## config.mk

```make
export PLATFORM = sky130hd
export DESIGN_NAME = fp_round_pack_stage_flat
export DESIGN_NICKNAME = d
export VERILOG_FILES = /design/src/rtl/fp_round_pack_stage_if.sv /design/src/rtl/fp_round_pack_stage.sv /design/src/flat_wrapper.sv
export SDC_FILE = /design/constraint.sdc
export NUM_CORES = 1
export LEC_CHECK = 0
export CAP_MARGIN = 20
export CORE_MARGIN = 4
export CORE_UTILIZATION = 54
export CTS_CLUSTER_SIZE = 8
export DETAILED_ROUTE_END_ITERATION = 10
export PLACE_DENSITY = 0.85
export SLEW_MARGIN = 20
export SYNTH_ARGS = -nofsm -noshare
export SYNTH_HDL_FRONTEND = slang
export SYNTH_SLANG_ARGS = --single-unit
```

## constraint.sdc

```tcl
create_clock -name clk -period 4.7 [get_ports clk]
set_clock_uncertainty 0.2 [all_clocks]
set_input_delay 0.94 -clock clk [delete_from_list [all_inputs] [get_ports clk]]
set_output_delay 0.94 -clock clk [all_outputs]
set_load 0.05 [all_outputs]
```

## src/rtl/fp_round_pack_stage_if.sv

```systemverilog
// Handshake and data bundle for the FP round/pack stage.
// Master drives operands and out_ready; slave is the stage itself.
interface fp_round_pack_stage_if;
    logic        in_valid;
    logic        in_ready;
    logic        in_sign;
    logic [9:0]  in_exp;
    logic [22:0] in_mantissa;
    logic        in_guard;
    logic        in_round;
    logic        in_sticky;
    logic        in_is_nan;
    logic        in_is_inf;
    logic        in_is_zero;
    logic [1:0]  in_exc;
    logic [2:0]  rounding_mode;
    logic        out_valid;
    logic        out_ready;
    logic [31:0] out_result;
    logic [4:0]  out_flags;

    modport master (
        output in_valid, in_sign, in_exp, in_mantissa, in_guard, in_round, in_sticky,
               in_is_nan, in_is_inf, in_is_zero, in_exc, rounding_mode, out_ready,
        input  in_ready, out_valid, out_result, out_flags
    );

    modport slave (
        input  in_valid, in_sign, in_exp, in_mantissa, in_guard, in_round, in_sticky,
               in_is_nan, in_is_inf, in_is_zero, in_exc, rounding_mode, out_ready,
        output in_ready, out_valid, out_result, out_flags
    );
endinterface

```

## src/rtl/fp_round_pack_stage.sv

```systemverilog
// Final FP stage: round, resolve carry/overflow, pack IEEE-754 single with {NV,DZ,OF,UF,NX}.
// Optional sticky flag accumulator enabled by macro FP_FLAGS_STICKY_EN.
module fp_round_pack_stage #(
    parameter int unsigned MAX_EXP   = 255,
    parameter logic [31:0] CANON_NAN = 32'h7FC00000
) (
    input  logic                 clk,
    input  logic                 rst_n,
    fp_round_pack_stage_if.slave bus,
    input  logic                 flags_clear,
    output logic [4:0]           acc_flags
);
    typedef enum logic [2:0] {
        RM_RNE = 3'd0,
        RM_RTZ = 3'd1,
        RM_RDN = 3'd2,
        RM_RUP = 3'd3,
        RM_RMM = 3'd4
    } rm_e;

    logic        s1_valid, s2_valid, s1_load, s2_load;
    logic [23:0] s1_sum;
    logic        s1_sign, s1_inexact, s1_nan, s1_inf, s1_zero;
    logic [9:0]  s1_exp;
    logic [1:0]  s1_exc;
    rm_e         s1_mode;
    logic [31:0] s2_result;
    logic [4:0]  s2_flags;

    rm_e         in_mode;
    logic        inexact, round_up;

    always_comb begin
        in_mode  = rm_e'(bus.rounding_mode);
        inexact  = bus.in_guard | bus.in_round | bus.in_sticky;
        round_up = 1'b0;
        case (in_mode)
            RM_RNE:  round_up = bus.in_guard & (bus.in_round | bus.in_sticky | bus.in_mantissa[0]);
            RM_RTZ:  round_up = 1'b0;
            RM_RDN:  round_up = bus.in_sign & inexact;
            RM_RUP:  round_up = ~bus.in_sign & inexact;
            RM_RMM:  round_up = bus.in_guard;
            default: round_up = 1'b0;
        endcase
    end

    assign s2_load        = ~s2_valid | bus.out_ready;
    assign bus.in_ready   = ~s1_valid | s2_load;
    assign s1_load        = bus.in_valid & bus.in_ready;
    assign bus.out_valid  = s2_valid;
    assign bus.out_result = s2_result;
    assign bus.out_flags  = s2_flags;

    always_ff @(posedge clk) begin
        if (!rst_n) begin
            s1_valid <= 1'b0;
        end else if (bus.in_ready) begin
            s1_valid <= bus.in_valid;
        end
    end

    // Mode is registered with its operand so later mode changes never touch it.
    always_ff @(posedge clk) begin
        if (s1_load) begin
            s1_sum     <= {1'b0, bus.in_mantissa} + {23'd0, round_up};
            s1_sign    <= bus.in_sign;
            s1_exp     <= bus.in_exp;
            s1_inexact <= inexact;
            s1_nan     <= bus.in_is_nan;
            s1_inf     <= bus.in_is_inf;
            s1_zero    <= bus.in_is_zero;
            s1_exc     <= bus.in_exc;
            s1_mode    <= in_mode;
        end
    end

    logic [10:0] exp_r;
    logic [22:0] frac;
    logic        ovf, ovf_to_inf;
    logic [31:0] pack_result;
    logic [4:0]  pack_flags;

    // Exponent widened to 11 bits so the overflow compare cannot wrap.
    always_comb begin
        exp_r = {1'b0, s1_exp} + {10'd0, s1_sum[23]};
        frac  = s1_sum[23] ? '0 : s1_sum[22:0];
        ovf   = exp_r >= 11'(MAX_EXP);
        case (s1_mode)
            RM_RNE, RM_RMM: ovf_to_inf = 1'b1;
            RM_RDN:         ovf_to_inf = s1_sign;
            RM_RUP:         ovf_to_inf = ~s1_sign;
            default:        ovf_to_inf = 1'b0;
        endcase
        pack_flags = {s1_exc, 3'b000};
        if (s1_nan) begin
            pack_result = CANON_NAN;
        end else if (s1_inf) begin
            pack_result = {s1_sign, 8'hFF, 23'd0};
        end else if (s1_zero) begin
            pack_result = {s1_sign, 31'd0};
        end else begin
            pack_flags[2] = ovf;
            pack_flags[1] = (s1_exp == 10'd0) & s1_inexact;
            pack_flags[0] = s1_inexact | ovf;
            if (ovf) begin
                pack_result = ovf_to_inf ? {s1_sign, 8'hFF, 23'd0} : {s1_sign, 31'h7F7FFFFF};
            end else begin
                pack_result = {s1_sign, exp_r[7:0], frac};
            end
        end
    end

    always_ff @(posedge clk) begin
        if (!rst_n) begin
            s2_valid  <= 1'b0;
            s2_result <= '0;
            s2_flags  <= '0;
        end else if (s2_load) begin
            s2_valid <= s1_valid;
            if (s1_valid) begin
                s2_result <= pack_result;
                s2_flags  <= pack_flags;
            end
        end
    end

`ifdef FP_FLAGS_STICKY_EN
    logic out_xfer;
    assign out_xfer = s2_valid & bus.out_ready;

    // A clear coinciding with a transfer keeps only that transfer's flags.
    always_ff @(posedge clk) begin
        if (!rst_n) begin
            acc_flags <= '0;
        end else if (flags_clear) begin
            acc_flags <= out_xfer ? s2_flags : '0;
        end else if (out_xfer) begin
            acc_flags <= acc_flags | s2_flags;
        end
    end
`else
    logic unused_flags_clear;
    assign unused_flags_clear = flags_clear;
    assign acc_flags          = '0;
`endif

endmodule
```

## src/flat_wrapper.sv

```systemverilog
// flat-port wrapper written by rule: the top's interface ports become plain ports
module fp_round_pack_stage_flat 
#(
    parameter int unsigned MAX_EXP   = 255,
    parameter logic [31:0] CANON_NAN = 32'h7FC00000
)
  (clk, rst_n, flags_clear, acc_flags, bus_in_valid, bus_in_sign, bus_in_exp, bus_in_mantissa, bus_in_guard, bus_in_round, bus_in_sticky, bus_in_is_nan, bus_in_is_inf, bus_in_is_zero, bus_in_exc, bus_rounding_mode, bus_out_ready, bus_in_ready, bus_out_valid, bus_out_result, bus_out_flags);
  fp_round_pack_stage_if bus_i ();
  input  logic clk;
  input  logic rst_n;
  input  logic flags_clear;
  output logic [4:0] acc_flags;
  input wire logic [$bits(bus_i.in_valid)-1:0] bus_in_valid;
  input wire logic [$bits(bus_i.in_sign)-1:0] bus_in_sign;
  input wire logic [$bits(bus_i.in_exp)-1:0] bus_in_exp;
  input wire logic [$bits(bus_i.in_mantissa)-1:0] bus_in_mantissa;
  input wire logic [$bits(bus_i.in_guard)-1:0] bus_in_guard;
  input wire logic [$bits(bus_i.in_round)-1:0] bus_in_round;
  input wire logic [$bits(bus_i.in_sticky)-1:0] bus_in_sticky;
  input wire logic [$bits(bus_i.in_is_nan)-1:0] bus_in_is_nan;
  input wire logic [$bits(bus_i.in_is_inf)-1:0] bus_in_is_inf;
  input wire logic [$bits(bus_i.in_is_zero)-1:0] bus_in_is_zero;
  input wire logic [$bits(bus_i.in_exc)-1:0] bus_in_exc;
  input wire logic [$bits(bus_i.rounding_mode)-1:0] bus_rounding_mode;
  input wire logic [$bits(bus_i.out_ready)-1:0] bus_out_ready;
  output wire logic [$bits(bus_i.in_ready)-1:0] bus_in_ready;
  output wire logic [$bits(bus_i.out_valid)-1:0] bus_out_valid;
  output wire logic [$bits(bus_i.out_result)-1:0] bus_out_result;
  output wire logic [$bits(bus_i.out_flags)-1:0] bus_out_flags;
  assign bus_i.in_valid = bus_in_valid;
  assign bus_i.in_sign = bus_in_sign;
  assign bus_i.in_exp = bus_in_exp;
  assign bus_i.in_mantissa = bus_in_mantissa;
  assign bus_i.in_guard = bus_in_guard;
  assign bus_i.in_round = bus_in_round;
  assign bus_i.in_sticky = bus_in_sticky;
  assign bus_i.in_is_nan = bus_in_is_nan;
  assign bus_i.in_is_inf = bus_in_is_inf;
  assign bus_i.in_is_zero = bus_in_is_zero;
  assign bus_i.in_exc = bus_in_exc;
  assign bus_i.rounding_mode = bus_rounding_mode;
  assign bus_i.out_ready = bus_out_ready;
  assign bus_in_ready = bus_i.in_ready;
  assign bus_out_valid = bus_i.out_valid;
  assign bus_out_result = bus_i.out_result;
  assign bus_out_flags = bus_i.out_flags;
  fp_round_pack_stage #(.MAX_EXP(MAX_EXP), .CANON_NAN(CANON_NAN)) u_core (.clk(clk), .rst_n(rst_n), .bus(bus_i), .flags_clear(flags_clear), .acc_flags(acc_flags));
endmodule
```

* After elaboration in Yosys (flattened, before gate mapping)
Cells that the tools add are included.
** Word-level totals
- Register bits after elaboration :: 83
- Output and inout bits :: 44
- Word-level logic and storage cells :: 54
- Bits of input ports :: 50
** Operators by class
- Bitwise gates (word level) :: 16
- Equality and inequality tests :: 6
- Reduce and logical (&&, ||, !) cells :: 5
- Add/subtract/negate cells :: 2
- Muxes and demuxes :: 11
- Magnitude comparators :: 1
** Operators by type and width (number)
- $mux W31 :: 3
- $mux W32 :: 1
- $add A23 B1 Y24 :: 1
- $mux W24 :: 1
- $mux W23 :: 1
- $eq A3 B2 Y1 const B :: 4
- $add A10 B1 Y11 :: 1
- $ge A11 B8 Y1 const B :: 1
- $logic_not A10 Y1 :: 1
- $mux W3 :: 3
- $or A1 B1 Y1 :: 7
- $eq A3 B3 Y1 const B :: 2
- $logic_not A3 Y1 :: 2
- $and A1 B1 Y1 :: 5
- $not A1 Y1 :: 4
- $pmux W1 S4 :: 1
- $pmux W1 S3 :: 1
- $reduce_and A2 Y1 :: 1
- $reduce_or A2 Y1 :: 1

* Logic depth before layout (Yosys ltp)
Gate-level depths: netlist (run 1).
- Depth after elaboration :: 8
- Gate-level depth with buffers :: 11
- Gate-level depth less buffers :: 11

* Worst setup path after synthesis (run 1)
OpenSTA, ideal clock, no wires.
- Kind :: input port to flip-flop
- Start :: input port bus_out_ready
- End :: register u_core.s1_exc[0], enable pin
- Setup time :: 0.406 ns
- Stages on the path :: 3
- Path buffers :: 0
- Arrival time :: 2.501 ns
- Path slack :: 1.593 ns
- Required time :: 4.094 ns
- Path through :: nor2b_1 > nand2_1 > and2_1
** Between the ends
- Longest elaborated chain between the ends :: 3
** RTL lines
- from (decl) :: RTL line flat_wrapper.sv:25 : input wire logic [$bits(bus_i.out_ready)-1:0] bus_out_ready;
- $or A1 B1 Y1 :: RTL line fp_round_pack_stage.sv:47 : assign s2_load = ~s2_valid | bus.out_ready;
- $or A1 B1 Y1 :: RTL line fp_round_pack_stage.sv:48 : assign bus.in_ready = ~s1_valid | s2_load;
- named net bus_in_ready :: RTL line flat_wrapper.sv:26 : output wire logic [$bits(bus_i.in_ready)-1:0] bus_in_ready;
- $and A1 B1 Y1 :: RTL line fp_round_pack_stage.sv:49 : assign s1_load = bus.in_valid & bus.in_ready;
- named net u_core.s1_load :: RTL line fp_round_pack_stage.sv:21 : logic s1_valid, s2_valid, s1_load, s2_load;
- to (signal assigned) :: RTL line fp_round_pack_stage.sv:72 : s1_exc <= bus.in_exc;
- to (decl) :: RTL line fp_round_pack_stage.sv:25 : logic [1:0] s1_exc;
The timed path passes the listed nets, and every way through them passes these cells.
A chain may end at the register's enable or synchronous reset.

* Worst setup path after layout (run 1)
- Start :: input port bus_out_ready
- End :: output port bus_in_ready
** Between the ends
- Longest elaborated chain between the ends :: 2
** RTL lines (RTL line)
- $or A1 B1 Y1 :: fp_round_pack_stage.sv:47
- $or A1 B1 Y1 :: fp_round_pack_stage.sv:48
- to (decl) :: flat_wrapper.sv:26
No other way between the ends.

==> metrics.txt, run 1 <==
# TYPE chip_impl_metric gauge
chip_impl_metric{name="first_global_vias",unit=""} 3024
chip_impl_info{name="yosys_most_used_dff",value="edfxtp_1"} 1
chip_impl_metric{name="fin_crit",unit="ps"} 3520
chip_impl_metric{name="drt-initial-drc-count",unit=""} 243
chip_impl_info{name="clock-root-buffer",value="clkbuf_8"} 1
chip_impl_metric{name="area_occupied_by_multi_input_gates",unit="mm²"} 0.00180
chip_impl_info{name="start_kind",value="input pin"} 1
chip_impl_metric{name="post_synth.cell_area_avg",unit="µm²"} 11.3
chip_impl_info{name="type_of_the_worst_setup_path",value="input pin to primary output"} 1
chip_impl_metric{name="async_reset_ff_share",unit="%"} 0
chip_impl_metric{name="num_cts_buffers",unit=""} 9
chip_impl_metric{name="timing.critical_path.arrival",unit="ps"} 2380
chip_impl_info{name="post-synth-top-area-cell",value="edfxtp_1"} 1
chip_impl_metric{name="floorplan.rows",unit=""} 31
chip_impl_metric{name="post_cts_gate_resize_count",unit=""} 0
chip_impl_metric{name="fmaxAchievable",unit="GHz"} 0.284
chip_impl_metric{name="synth_top_area_share",unit="%"} 32.1
chip_impl_info{name="yosysMostFrequentCell",value="edfxtp_1"} 1
chip_impl_metric{name="first_pass_iters",unit=""} 5
chip_impl_metric{name="max_cap_violations",unit=""} 0
chip_impl_metric{name="cellPowerDensity",unit="mW/mm²"} 302
chip_impl_metric{name="finalWeightedCongestion",unit=""} 0.853
chip_impl_metric{name="yosys.area_share.simple",unit="%"} 14.1
chip_impl_metric{name="layout.area.seq",unit="mm²"} 0.00210
chip_impl_metric{name="cp.buffers_inverters",unit=""} 2
chip_impl_metric{name="maximum_resistive_drop_on_vdd",unit="mV"} 0.180
chip_impl_metric{name="floorplan.io_pins",unit=""} 94
chip_impl_metric{name="yosys.area_share.adder",unit="%"} 1.22
chip_impl_metric{name="cts.clk_slew.worst_paths",unit="ps"} 80
chip_impl_metric{name="setup_viol",unit=""} 0
chip_impl_metric{name="die_height",unit="µm"} 95.3
chip_impl_metric{name="clock-sinks",unit=""} 83
chip_impl_metric{name="synth_seq_cells",unit=""} 83
chip_impl_metric{name="placement.cell_area",unit="mm²"} 0.00494
chip_impl_metric{name="critical_path_required",unit="ps"} 3560
chip_impl_metric{name="grt_remaining_overflow",unit=""} 0
chip_impl_info{name="slowest_stage",value="clkdlybuf4s50_1"} 1
chip_impl_metric{name="numPortBuffers",unit=""} 87
chip_impl_metric{name="antenna_cells",unit=""} 0
chip_impl_metric{name="worstPathMaxFanout",unit=""} 3
chip_impl_metric{name="met1_resource_use_gr",unit="%"} 30.6
chip_impl_metric{name="die_w",unit="µm"} 95.3
chip_impl_metric{name="finalCoreUtilization",unit="%"} 70.1
chip_impl_metric{name="num-nets-final",unit=""} 492
chip_impl_metric{name="synth-edff-count",unit=""} 44
chip_impl_metric{name="drt_wl_total",unit="mm"} 9.48
chip_impl_info{name="path_common_cell",value="clkdlybuf4s50_1"} 1
chip_impl_metric{name="synth-compound-area-share",unit="%"} 21.3
chip_impl_metric{name="track_usage",unit="%"} 21.5
chip_impl_metric{name="postLayoutCellArea",unit="mm²"} 0.00514
chip_impl_metric{name="largest_net_degree_at_the_start_of_global_routing",unit=""} 51
chip_impl_metric{name="yosys_warnings",unit=""} 0
chip_impl_metric{name="start_util",unit="%"} 56.1
chip_impl_metric{name="report.final.hold_viol_count",unit=""} 0
chip_impl_info{name="tritoncts_clock_tree",value="built"} 1
chip_impl_metric{name="drt-vias-per-instance",unit=""} 6.02
chip_impl_metric{name="relSlewSlack",unit="%"} 30.5
chip_impl_metric{name="timing.critical_path.slowest_cell_delay",unit="ps"} 710
chip_impl_info{name="setup_repair_after_global_routing_missed_its_margin",value="false"} 1
chip_impl_metric{name="clock_latency",unit="ps"} 360
chip_impl_metric{name="xor_and_xnor_fraction_of_the_mapped_netlist_area",unit="%"} 6.18
chip_impl_metric{name="total_via_count_in_the_routed_design",unit=""} 3261
chip_impl_metric{name="layout-drive-gt1-share",unit="%"} 10.8
chip_impl_metric{name="synth_cells",unit=""} 365
chip_impl_info{name="synth_top_family_by_area",value="compound AO/OA/AOI/OAI gates"} 1
chip_impl_info{name="synth_common_cells",value="edfxtp_1, nand2_1, dfxtp_1"} 1
chip_impl_metric{name="core_area",unit="mm²"} 0.00733
chip_impl_metric{name="dp_hpwl",unit="mm"} 6.44
chip_impl_info{name="cp_cell_sequence",value="clkdlybuf4s50_1 > nor2b_1 > nand2_1 > clkdlybuf4s50_1"} 1
chip_impl_metric{name="grtUsageMet2",unit="%"} 33.4
chip_impl_metric{name="synthDistinctLibCells",unit=""} 56
chip_impl_metric{name="antenna_found_initial",unit=""} 0
chip_impl_metric{name="holdBufCountCts",unit=""} 0
chip_impl_info{name="min-delay-path-class",value="flip-flop to flip-flop"} 1
chip_impl_metric{name="post-cts-setup-buffer-count",unit=""} 0
chip_impl_metric{name="synthesis.area",unit="mm²"} 0.00411
chip_impl_metric{name="num-fill-cells",unit=""} 529
chip_impl_metric{name="timing_max_transition_violations_final",unit=""} 0
chip_impl_metric{name="ant_nets",unit=""} 0
chip_impl_metric{name="buffer_depth_of_the_longest_clock_path",unit=""} 2
chip_impl_metric{name="flow.area_growth_from_synthesis",unit="%"} 25.0
chip_impl_info{name="globalRoute.busiestLayer",value="met2"} 1
chip_impl_metric{name="synth_mux_area_share",unit="%"} 0.548
chip_impl_metric{name="globalRouteMet3Util",unit="%"} 3.24
chip_impl_info{name="cpLargestDelayFamily",value="buffers and inverters"} 1
chip_impl_info{name="synth.area.top_cells",value="edfxtp_1, dfxtp_1, a221oi_2"} 1
chip_impl_metric{name="fp.dieArea",unit="mm²"} 0.00907
chip_impl_metric{name="worst-slew-pin-transition",unit="ps"} 1040
chip_impl_metric{name="h-tree-depth",unit=""} 3
chip_impl_info{name="worstSetupEndpointType",value="primary output"} 1
chip_impl_metric{name="yosysSeqAreaShare",unit="%"} 51.1
chip_impl_metric{name="p_leak",unit="nW"} 1.68
chip_impl_metric{name="fin_setup_tns",unit="ps"} 0
chip_impl_metric{name="min_period_over_period",unit="%"} 74.8
chip_impl_metric{name="routed_wire_length_per_instance",unit="µm"} 17.5
chip_impl_info{name="status",value="completed"} 1
chip_impl_metric{name="grt_first_pass_wirelength",unit="mm"} 15.0
chip_impl_metric{name="drt_drc_violations_left",unit=""} 0
==> cell families after synthesis <==
kind of cell    count (synthesis)
simple gates                  114
compound gates                 95
flops                          83
buf+inv                        38
xor+xnor                       29
fa+ha+maj                       4
other cells                     1
mux                             1
==> worst min-delay path: stages (launching register included) <==
cell and delay, ps:
dfxtp_1 320, nand2_1 50, a21oi_1 50
==> stage by stage <==
stage	total power, mW	hold WS [ps]	worst slack [ps]	std cells
floorplan	0.971	271	1590	369
global placement	1.05	243	1050	526
detailed placement	1.06	251	991	526
CTS	1.56	262	1180	542
global route	1.61	281	1110	542
finish	1.55	258	1180	542
==> layout make-up <==
cell class	count	area share, %
clock buffers	12	2.82
repair buffers	90	17.4
flip-flops and latches	83	40.9
inverters	6	0.438
clock inverters	4	0.950
multi-input cells	248	35.1
well taps	99	2.41
==> per-layer routing <==
metal,up-vias,wire length (µm)
met5,-,0
met4,0,121
met3,15,670
met2,142,4650
met1,1559,4040
li1,1545,-
==> final timing paths <==
kind | startpoint | end | slack, ps | cells past startpoint
setup / recovery | bus_out_ready | bus_in_ready | 1180 | 4
hold / removal | u_core.bus.out_flags[3] | u_core.bus.out_flags[3] | 260 | 2
setup reg to reg | u_core.s1_sum[23] | u_core.bus.out_result[0] | 1940 | 6
hold reg to reg | u_core.bus.out_flags[3] | u_core.bus.out_flags[3] | 260 | 2
==> flip-flops by register name, summed over array words and instances (netlist names) <==
signal	count
u_core.bus.out_flags	5
u_core.bus.out_result	32
u_core.bus.out_valid	1
u_core.s1_exc	2
u_core.s1_exp	10
u_core.s1_inexact	1
u_core.s1_inf	1
u_core.s1_mode	3
u_core.s1_nan	1
u_core.s1_sign	1
u_core.s1_sum	24
u_core.s1_valid	1
u_core.s1_zero	1
==> report_power, final <==
group	internal (mW)	switching (mW)	total (mW)
Clock	0.260	0.247	0.506
Combinational	0.0896	0.130	0.220
Sequential	0.800	0.0237	0.824
Total	1.15	0.400	1.55
==> cells in the final DEF, fill, tap and decap left out, drive strengths merged, types with 2 or more instances in the layout <==
cell type / Yosys / routed
a221oi: 44 / 44
and4: 5 / 5
nor3: 2 / 2
buf: 19 / 3
and2: 5 / 5
nand3: 9 / 9
nand2: 43 / 43
a311oi: 2 / 2
xnor2: 19 / 19
xor2: 10 / 10
nand4: 11 / 11
and3: 4 / 4
o211ai: 4 / 4
o21ai: 10 / 10
inv: 6 / 7
a21oi: 15 / 15
nor2: 19 / 19
nand3b: 3 / 3
nand2b: 3 / 3
clkbuf: 13 / 12
ha: 4 / 4
a31oi: 4 / 4
a211oi: 3 / 3
conb: 1 / 5
dfxtp: 39 / 39
clkdlybuf4s50: 0 / 87
nor4: 4 / 4
edfxtp: 44 / 44
Note: power is estimated with default switching activity, not from simulation.
==> inputs of run 2 (changes only) <==
--- a/config.mk
+++ b/config.mk
@@ -7,10 +7,10 @@
 export LEC_CHECK = 0
 export CAP_MARGIN = 20
 export CORE_MARGIN = 4
-export CORE_UTILIZATION = 54
+export CORE_UTILIZATION = 45
 export CTS_CLUSTER_SIZE = 8
 export DETAILED_ROUTE_END_ITERATION = 10
-export PLACE_DENSITY = 0.85
+export PLACE_DENSITY = 0.76
 export SLEW_MARGIN = 20
 export SYNTH_ARGS = -nofsm -noshare
 export SYNTH_HDL_FRONTEND = slang
==> constraint.sdc (replaced) <==
create_clock -name clk -period 3.18 [get_ports clk]
set_clock_uncertainty 0.2 [all_clocks]
set_input_delay 0.636 -clock clk [delete_from_list [all_inputs] [get_ports clk]]
set_output_delay 0.636 -clock clk [all_outputs]
set_load 0.05 [all_outputs]
==> run 2 against run 1 <==
Net effect: sequential power grew 48%; clock-buffer cell count grew 1; total power grew 47%; largest cell class unchanged; clock power grew 46%; cell area grew 1.8%; critical path depth grew 8; global-route usage shrank 4.2 points; die area grew 18%; cell count grew 3.5%; worst setup slack lost 910 ps; critical endpoint is now u_core.s1_sum[21].
==> metrics.txt, run 2 (synthesis results as in run 1) <==
# TYPE chip_impl_metric gauge
chip_impl_info{name="status",value="completed"} 1
chip_impl_info{name="type_of_the_worst_setup_path",value="input pin to flip-flop"} 1
chip_impl_metric{name="drt_drc_violations_left",unit=""} 0
chip_impl_info{name="crit_start",value="bus_rounding_mode[0]"} 1
chip_impl_metric{name="drt-vias-per-instance",unit=""} 5.70
chip_impl_metric{name="die_w",unit="µm"} 104
chip_impl_metric{name="fp.dieArea",unit="mm²"} 0.0107
chip_impl_metric{name="worstPathMaxFanout",unit=""} 4
chip_impl_metric{name="fin_crit",unit="ps"} 2900
chip_impl_metric{name="max_cap_violations",unit=""} 0
chip_impl_metric{name="largest_register_ffs",unit=""} 32
chip_impl_metric{name="floorplan.io_pins",unit=""} 94
chip_impl_metric{name="track_usage",unit="%"} 17.2
chip_impl_metric{name="clock_latency",unit="ps"} 350
chip_impl_metric{name="buffer_depth_of_the_longest_clock_path",unit=""} 2
chip_impl_metric{name="total_via_count_in_the_routed_design",unit=""} 3200
chip_impl_metric{name="fmaxAchievable",unit="GHz"} 0.344
chip_impl_metric{name="numPortBuffers",unit=""} 87
chip_impl_metric{name="antenna_found_initial",unit=""} 0
chip_impl_metric{name="timing.critical_path.slowest_cell_delay",unit="ps"} 500
chip_impl_metric{name="postLayoutSetupSlackWorst",unit="ps"} 277
chip_impl_metric{name="grt_first_pass_wirelength",unit="mm"} 15.2
chip_impl_metric{name="layout-drive-gt1-share",unit="%"} 13.2
chip_impl_metric{name="flow.area_growth_from_synthesis",unit="%"} 27.2
chip_impl_metric{name="setup_viol",unit=""} 0
chip_impl_metric{name="p_leak",unit="nW"} 1.73
chip_impl_info{name="start_kind",value="input pin"} 1
chip_impl_metric{name="ant_nets",unit=""} 0
chip_impl_metric{name="largest_net_degree_at_the_start_of_global_routing",unit=""} 45
chip_impl_metric{name="drt_wl_total",unit="mm"} 9.27
chip_impl_metric{name="drt-initial-drc-count",unit=""} 149
chip_impl_metric{name="core_area",unit="mm²"} 0.00881
chip_impl_metric{name="report.final.hold_viol_count",unit=""} 0
chip_impl_metric{name="placement.setup.worst_slack",unit="ps"} -181
chip_impl_metric{name="num-nets-final",unit=""} 502
chip_impl_metric{name="first_pass_iters",unit=""} 5
chip_impl_metric{name="cellPowerDensity",unit="mW/mm²"} 436
chip_impl_metric{name="cp_num_cells",unit=""} 12
chip_impl_info{name="setup_repair_after_global_routing_missed_its_margin",value="false"} 1
chip_impl_info{name="timing.critical_path.to",value="u_core.s1_sum[21]"} 1
chip_impl_info{name="clock-root-buffer",value="clkbuf_8"} 1
chip_impl_metric{name="cp.buffers_inverters",unit=""} 1
chip_impl_metric{name="dp_hpwl",unit="mm"} 6.57
chip_impl_metric{name="finalCoreUtilization",unit="%"} 59.4
chip_impl_info{name="worstSetupEndpointType",value="flip-flop"} 1
chip_impl_metric{name="num_cts_buffers",unit=""} 9
chip_impl_info{name="min-delay-path-class",value="flip-flop to flip-flop"} 1
chip_impl_info{name="cp_cell_sequence",value="clkdlybuf4s50_1 > xor2_1 > nand3b_1 > o31ai_1 > nand2_1 > o21ai_0 > ha_1 > and2_1 > nand4_1 > nor3_2 > nand3_1 > xnor2_1"} 1
chip_impl_metric{name="clock-sinks",unit=""} 83
chip_impl_info{name="tritoncts_clock_tree",value="built"} 1
chip_impl_metric{name="routed_wire_length_per_instance",unit="µm"} 16.5
chip_impl_metric{name="worst-slew-pin-transition",unit="ps"} 743
chip_impl_metric{name="timing_max_transition_violations_final",unit=""} 0
chip_impl_metric{name="min_period_over_period",unit="%"} 91.3
chip_impl_metric{name="antenna_cells",unit=""} 0
chip_impl_metric{name="maximum_resistive_drop_on_vdd",unit="mV"} 0.194
chip_impl_info{name="worst_r2r_startpoint",value="u_core.s1_sum[23]"} 1
chip_impl_metric{name="r2r_cells",unit=""} 6
chip_impl_info{name="final_cell_mix",value="clkdlybuf4s50_1, edfxtp_1, nand2_1, dfxtp_1, a221oi_1"} 1
chip_impl_info{name="final_common_cell",value="clkdlybuf4s50_1"} 1
chip_impl_metric{name="fin_setup_tns",unit="ps"} 0
chip_impl_metric{name="relSlewSlack",unit="%"} 50.4
chip_impl_metric{name="floorplan.rows",unit=""} 34
chip_impl_info{name="slowest_stage",value="clkdlybuf4s50_1"} 1
chip_impl_metric{name="finalWeightedCongestion",unit=""} 0.818
chip_impl_info{name="cpLargestDelayFamily",value="simple AND/OR/NAND/NOR gates"} 1
chip_impl_metric{name="first_global_vias",unit=""} 3097
chip_impl_info{name="worstReg2RegEnd",value="u_core.bus.out_result[21]"} 1
chip_impl_metric{name="die_height",unit="µm"} 104
chip_impl_metric{name="critical_path_required",unit="ps"} 3090
chip_impl_metric{name="start_util",unit="%"} 46.7
chip_impl_metric{name="cts.clk_slew.worst_paths",unit="ps"} 80
chip_impl_metric{name="h-tree-depth",unit=""} 3
chip_impl_metric{name="grt_remaining_overflow",unit=""} 0
chip_impl_metric{name="timing.reg2reg.setup_slack",unit="ps"} 470
chip_impl_metric{name="timing.critical_path.arrival",unit="ps"} 2810
==> run 2: final cells by class <==
class,count,area (µm²)
Clock inverter,3,17.5
Clock buffer,13,180
Multi-Input combinational cell,248,1810
Timing Repair Buffer,100,966
Fill cell,725,3570
Tap cell,108,135
Sequential cell,83,2100
Inverter,6,22.5
==> run 2: worst min-delay path by stage <==
stage | start | end | cells after the start
final | u_core.bus.out_flags[4] | u_core.bus.out_flags[4] | 2
after global placement | u_core.bus.out_flags[3] | u_core.bus.out_flags[3] | 2
after detailed placement | u_core.bus.out_result[31] | u_core.bus.out_result[31] | 2
after global routing | u_core.bus.out_flags[4] | u_core.bus.out_flags[4] | 2
after CTS | u_core.bus.out_result[31] | u_core.bus.out_result[31] | 2
after floorplan | u_core.s1_exc[0] | u_core.bus.out_flags[3] | 2
==> run 2: worst register-to-register path, delay by kind of cell, from the launching register on <==
family | cells | cell delay (ps)
AO/OA/AOI/OAI | 1 | 460
multiplexers | 1 | 290
flip-flops | 1 | 410
AND/OR/NAND/NOR | 3 | 930
adder cells (fa/ha/maj) | 1 | 320
==> run 2: layer usage <==
layer / wire [µm] / part of all wire (%) / GRT usage (%)
met4: 165 / 1.8 / 6.84
met5: 0 / 0 / 0
met3: 531 / 5.7 / 3.11
met1: 4170 / 45 / 23.6
met2: 4410 / 47 / 27.2
==> run 2: what timing repair did <==
| action | in CTS | in global routing |
|---|---|---|
| setup buffers | 0 | 0 |
| endpoints found under the setup margin | 0 | 1 |
| hold buffers | 0 | 0 |
| gates resized for setup | 0 | 1 |
==> run 2: power by group <==
part	switching [mW]	internal (mW)
Sequential	0.0344	1.18
Combinational	0.192	0.137
Clock	0.364	0.374
==> run 2: metrics by stage <==
step | cells | hold slack [ps] | instance area [µm²] | power [mW]
2_1_floorplan | 369 | 271 | 4130 | 1.44
3_3_place_gp | 545 | 242 | 5030 | 1.56
3_5_place_dp | 545 | 258 | 5030 | 1.57
4_1_cts | 561 | 269 | 5230 | 2.30
5_1_grt | 561 | 293 | 5230 | 2.37
6_report | 561 | 268 | 5230 | 2.28
==> inputs of run 3 (changes only) <==
--- a/config.mk
+++ b/config.mk
@@ -6,6 +6,7 @@
 export NUM_CORES = 1
 export LEC_CHECK = 0
 export CAP_MARGIN = 20
+export CORE_ASPECT_RATIO = 1.5
 export CORE_MARGIN = 4
 export CORE_UTILIZATION = 45
 export CTS_CLUSTER_SIZE = 8
==> run 3 against run 2 <==
Net effect: largest cell class unchanged; clock-buffer cell count is 1 higher; critical path depth unchanged; sequential share of layout area is 0.59 points lower; combinational power about the same; critical endpoint unchanged; total power increased by 7.6%; register-to-register slack got worse by 60 ps; largest power group unchanged; core utilization up 0.37 points; maximum frequency fell by 0.14%.
==> metrics.txt, run 3 (synthesis results as in run 1) <==
# TYPE chip_impl_metric gauge
chip_impl_metric{name="fin_setup_tns",unit="ps"} 0
chip_impl_metric{name="num_cts_buffers",unit=""} 9
chip_impl_metric{name="fp.dieArea",unit="mm²"} 0.0108
chip_impl_metric{name="antenna_found_initial",unit=""} 0
chip_impl_metric{name="first_global_vias",unit=""} 3152
chip_impl_metric{name="track_usage",unit="%"} 17.8
chip_impl_metric{name="timing.critical_path.slowest_cell_delay",unit="ps"} 510
chip_impl_info{name="cp_cell_sequence",value="clkdlybuf4s50_1 > xor2_1 > nand3b_1 > o31ai_1 > nand2_1 > o21ai_0 > ha_1 > and2_1 > nand4_1 > nor3_1 > nand3_1 > xnor2_1"} 1
chip_impl_metric{name="maximum_resistive_drop_on_vdd",unit="mV"} 0.301
chip_impl_info{name="start_kind",value="input pin"} 1
chip_impl_metric{name="worstPathMaxFanout",unit=""} 3
chip_impl_metric{name="largest_net_degree_at_the_start_of_global_routing",unit=""} 45
chip_impl_metric{name="core_area",unit="mm²"} 0.00888
chip_impl_info{name="timing.hold.worst.start",value="u_core.bus.out_flags[4]"} 1
chip_impl_metric{name="floorplan.io_pins",unit=""} 94
chip_impl_metric{name="finalPower",unit="mW"} 2.46
chip_impl_metric{name="relSlewSlack",unit="%"} 29.4
chip_impl_info{name="type_of_the_worst_setup_path",value="input pin to flip-flop"} 1
chip_impl_metric{name="grt_first_pass_wirelength",unit="mm"} 15.0
chip_impl_metric{name="r2r_cells",unit=""} 6
chip_impl_metric{name="dp_hpwl",unit="mm"} 6.96
chip_impl_metric{name="fin_crit",unit="ps"} 2910
chip_impl_metric{name="holdBufCountCts",unit=""} 0
chip_impl_metric{name="layout-drive-gt1-share",unit="%"} 12.6
chip_impl_metric{name="first_pass_iters",unit=""} 5
chip_impl_info{name="final_common_cell",value="clkdlybuf4s50_1"} 1
chip_impl_metric{name="finalWeightedCongestion",unit=""} 0.874
chip_impl_metric{name="numPortBuffers",unit=""} 87
chip_impl_metric{name="min_period_over_period",unit="%"} 91.4
chip_impl_metric{name="drt-vias-per-instance",unit=""} 5.82
chip_impl_metric{name="ant_nets",unit=""} 0
chip_impl_metric{name="timing.reg2reg.setup_slack",unit="ps"} 410
chip_impl_metric{name="post-cts-setup-buffer-count",unit=""} 0
chip_impl_metric{name="start_util",unit="%"} 46.3
chip_impl_metric{name="p_leak",unit="nW"} 1.76
chip_impl_metric{name="drt_wl_total",unit="mm"} 9.61
chip_impl_metric{name="fmaxAchievable",unit="GHz"} 0.344
chip_impl_metric{name="number_of_stages_on_the_worst_hold_path",unit=""} 2
chip_impl_info{name="crit_start",value="bus_rounding_mode[0]"} 1
chip_impl_metric{name="largest_register_ffs",unit=""} 32
chip_impl_metric{name="buffer_depth_of_the_longest_clock_path",unit=""} 2
chip_impl_info{name="tritoncts_clock_tree",value="built"} 1
chip_impl_info{name="min-delay-path-class",value="flip-flop to flip-flop"} 1
chip_impl_info{name="clock-root-buffer",value="clkbuf_16"} 1
chip_impl_metric{name="floorplan.rows",unit=""} 42
chip_impl_metric{name="worst-slew-pin-transition",unit="ps"} 1060
chip_impl_metric{name="die_w",unit="µm"} 86.0
chip_impl_info{name="worst_r2r_startpoint",value="u_core.s1_sum[23]"} 1
chip_impl_info{name="final_cell_mix",value="clkdlybuf4s50_1, edfxtp_1, nand2_1, dfxtp_1, a221oi_1"} 1
chip_impl_metric{name="num-nets-final",unit=""} 503
chip_impl_metric{name="report.final.hold_viol_count",unit=""} 0
chip_impl_metric{name="clock-sinks",unit=""} 83
chip_impl_metric{name="flow.area_growth_from_synthesis",unit="%"} 29.1
chip_impl_metric{name="clock_latency",unit="ps"} 330
chip_impl_metric{name="timing_max_transition_violations_final",unit=""} 0
chip_impl_metric{name="routed_wire_length_per_instance",unit="µm"} 17.0
chip_impl_metric{name="h-tree-depth",unit=""} 3
chip_impl_info{name="worst_hold_path.endpoint",value="u_core.bus.out_flags[4]"} 1
chip_impl_metric{name="cellPowerDensity",unit="mW/mm²"} 463
chip_impl_info{name="worstSetupEndpointType",value="flip-flop"} 1
chip_impl_info{name="cpLargestDelayFamily",value="simple AND/OR/NAND/NOR gates"} 1
chip_impl_info{name="slowest_stage",value="clkdlybuf4s50_1"} 1
chip_impl_metric{name="final.hold.worst_slack",unit="ps"} 258
chip_impl_metric{name="total_via_count_in_the_routed_design",unit=""} 3285
chip_impl_metric{name="drt-initial-drc-count",unit=""} 162
chip_impl_metric{name="cts.clk_slew.worst_paths",unit="ps"} 50
chip_impl_metric{name="max_cap_violations",unit=""} 0
chip_impl_metric{name="setup_viol",unit=""} 0
chip_impl_info{name="worstReg2RegEnd",value="u_core.bus.out_result[21]"} 1
chip_impl_metric{name="antenna_cells",unit=""} 0
chip_impl_metric{name="grt_remaining_overflow",unit=""} 0
chip_impl_metric{name="cp.buffers_inverters",unit=""} 1
chip_impl_metric{name="timing.critical_path.arrival",unit="ps"} 2780
chip_impl_metric{name="drt_drc_violations_left",unit=""} 0
chip_impl_metric{name="post_cts_gate_resize_count",unit=""} 0
chip_impl_metric{name="critical_path_required",unit="ps"} 3060
chip_impl_info{name="setup_repair_after_global_routing_missed_its_margin",value="false"} 1
chip_impl_info{name="status",value="completed"} 1
chip_impl_metric{name="die_height",unit="µm"} 125
-- run 3: cell count changes in the layout (fill, tap and decap cells not counted), sizes merged --
| cell | change |
|---|---|
| buf | +1 |
| clkbuf | +1 |
| inv | -1 |
-- run 3: where the power goes --
part           internal [mW]  switching [mW]  leakage, nW  total, mW
Clock                  0.530           0.376        0.125      0.905
Combinational          0.139           0.193        0.894      0.332
Sequential              1.19          0.0352        0.746       1.22
Total                   1.85           0.604         1.76       2.46
-- run 3: cell type report --
class	count	area (µm²)
Clock inverter	2	13.8
Inverter	6	22.5
Clock buffer	14	244
Timing Repair Buffer	101	986
Sequential cell	83	2100
Fill cell	736	3570
Tap cell	110	138
Multi-Input combinational cell	248	1800
-- run 3: worst reg2reg max path: stages (launching register included) --
cell      delay (ps)
edfxtp_1         400
ha_1             360
and4_1           400
mux2i_4          300
and2_4           190
nand2_2          390
a221oi_1         430
-- run 3: how the worst max path moves through the flow --
stage                                   end  cells after the start
after floorplan            u_core.s1_exc[0]                      3
after global placement    u_core.s1_sum[22]                     12
after detailed placement  u_core.s1_sum[21]                     12
after CTS                 u_core.s1_sum[21]                     12
after global routing      u_core.s1_sum[22]                     12
final                     u_core.s1_sum[21]                     12
-- run 3: metal layers --
metal | vias to the layer above | global-route usage (%) | part of all wire (%) | wire, µm
met5 | - | 0 | 0 | 0
met4 | 0 | 8.11 | 2.7 | 260
met3 | 17 | 3.88 | 5.1 | 487
met2 | 99 | 32.1 | 54 | 5240
met1 | 1601 | 19.3 | 38 | 3630
li1 | 1568 | - | - | -
-- run 3: per-stage QoR --
step           setup slack [ps]  area (µm²)  util [%]  std cells
3_5_place_dp              -53.2        5050      56.9        548
4_1_cts                     268        5310      59.8        564
3_3_place_gp              -26.3        5050      56.9        548
2_1_floorplan               364        4130         -        369
6_report                    272        5310      59.8        564
5_1_grt                    62.4        5310      59.8        564
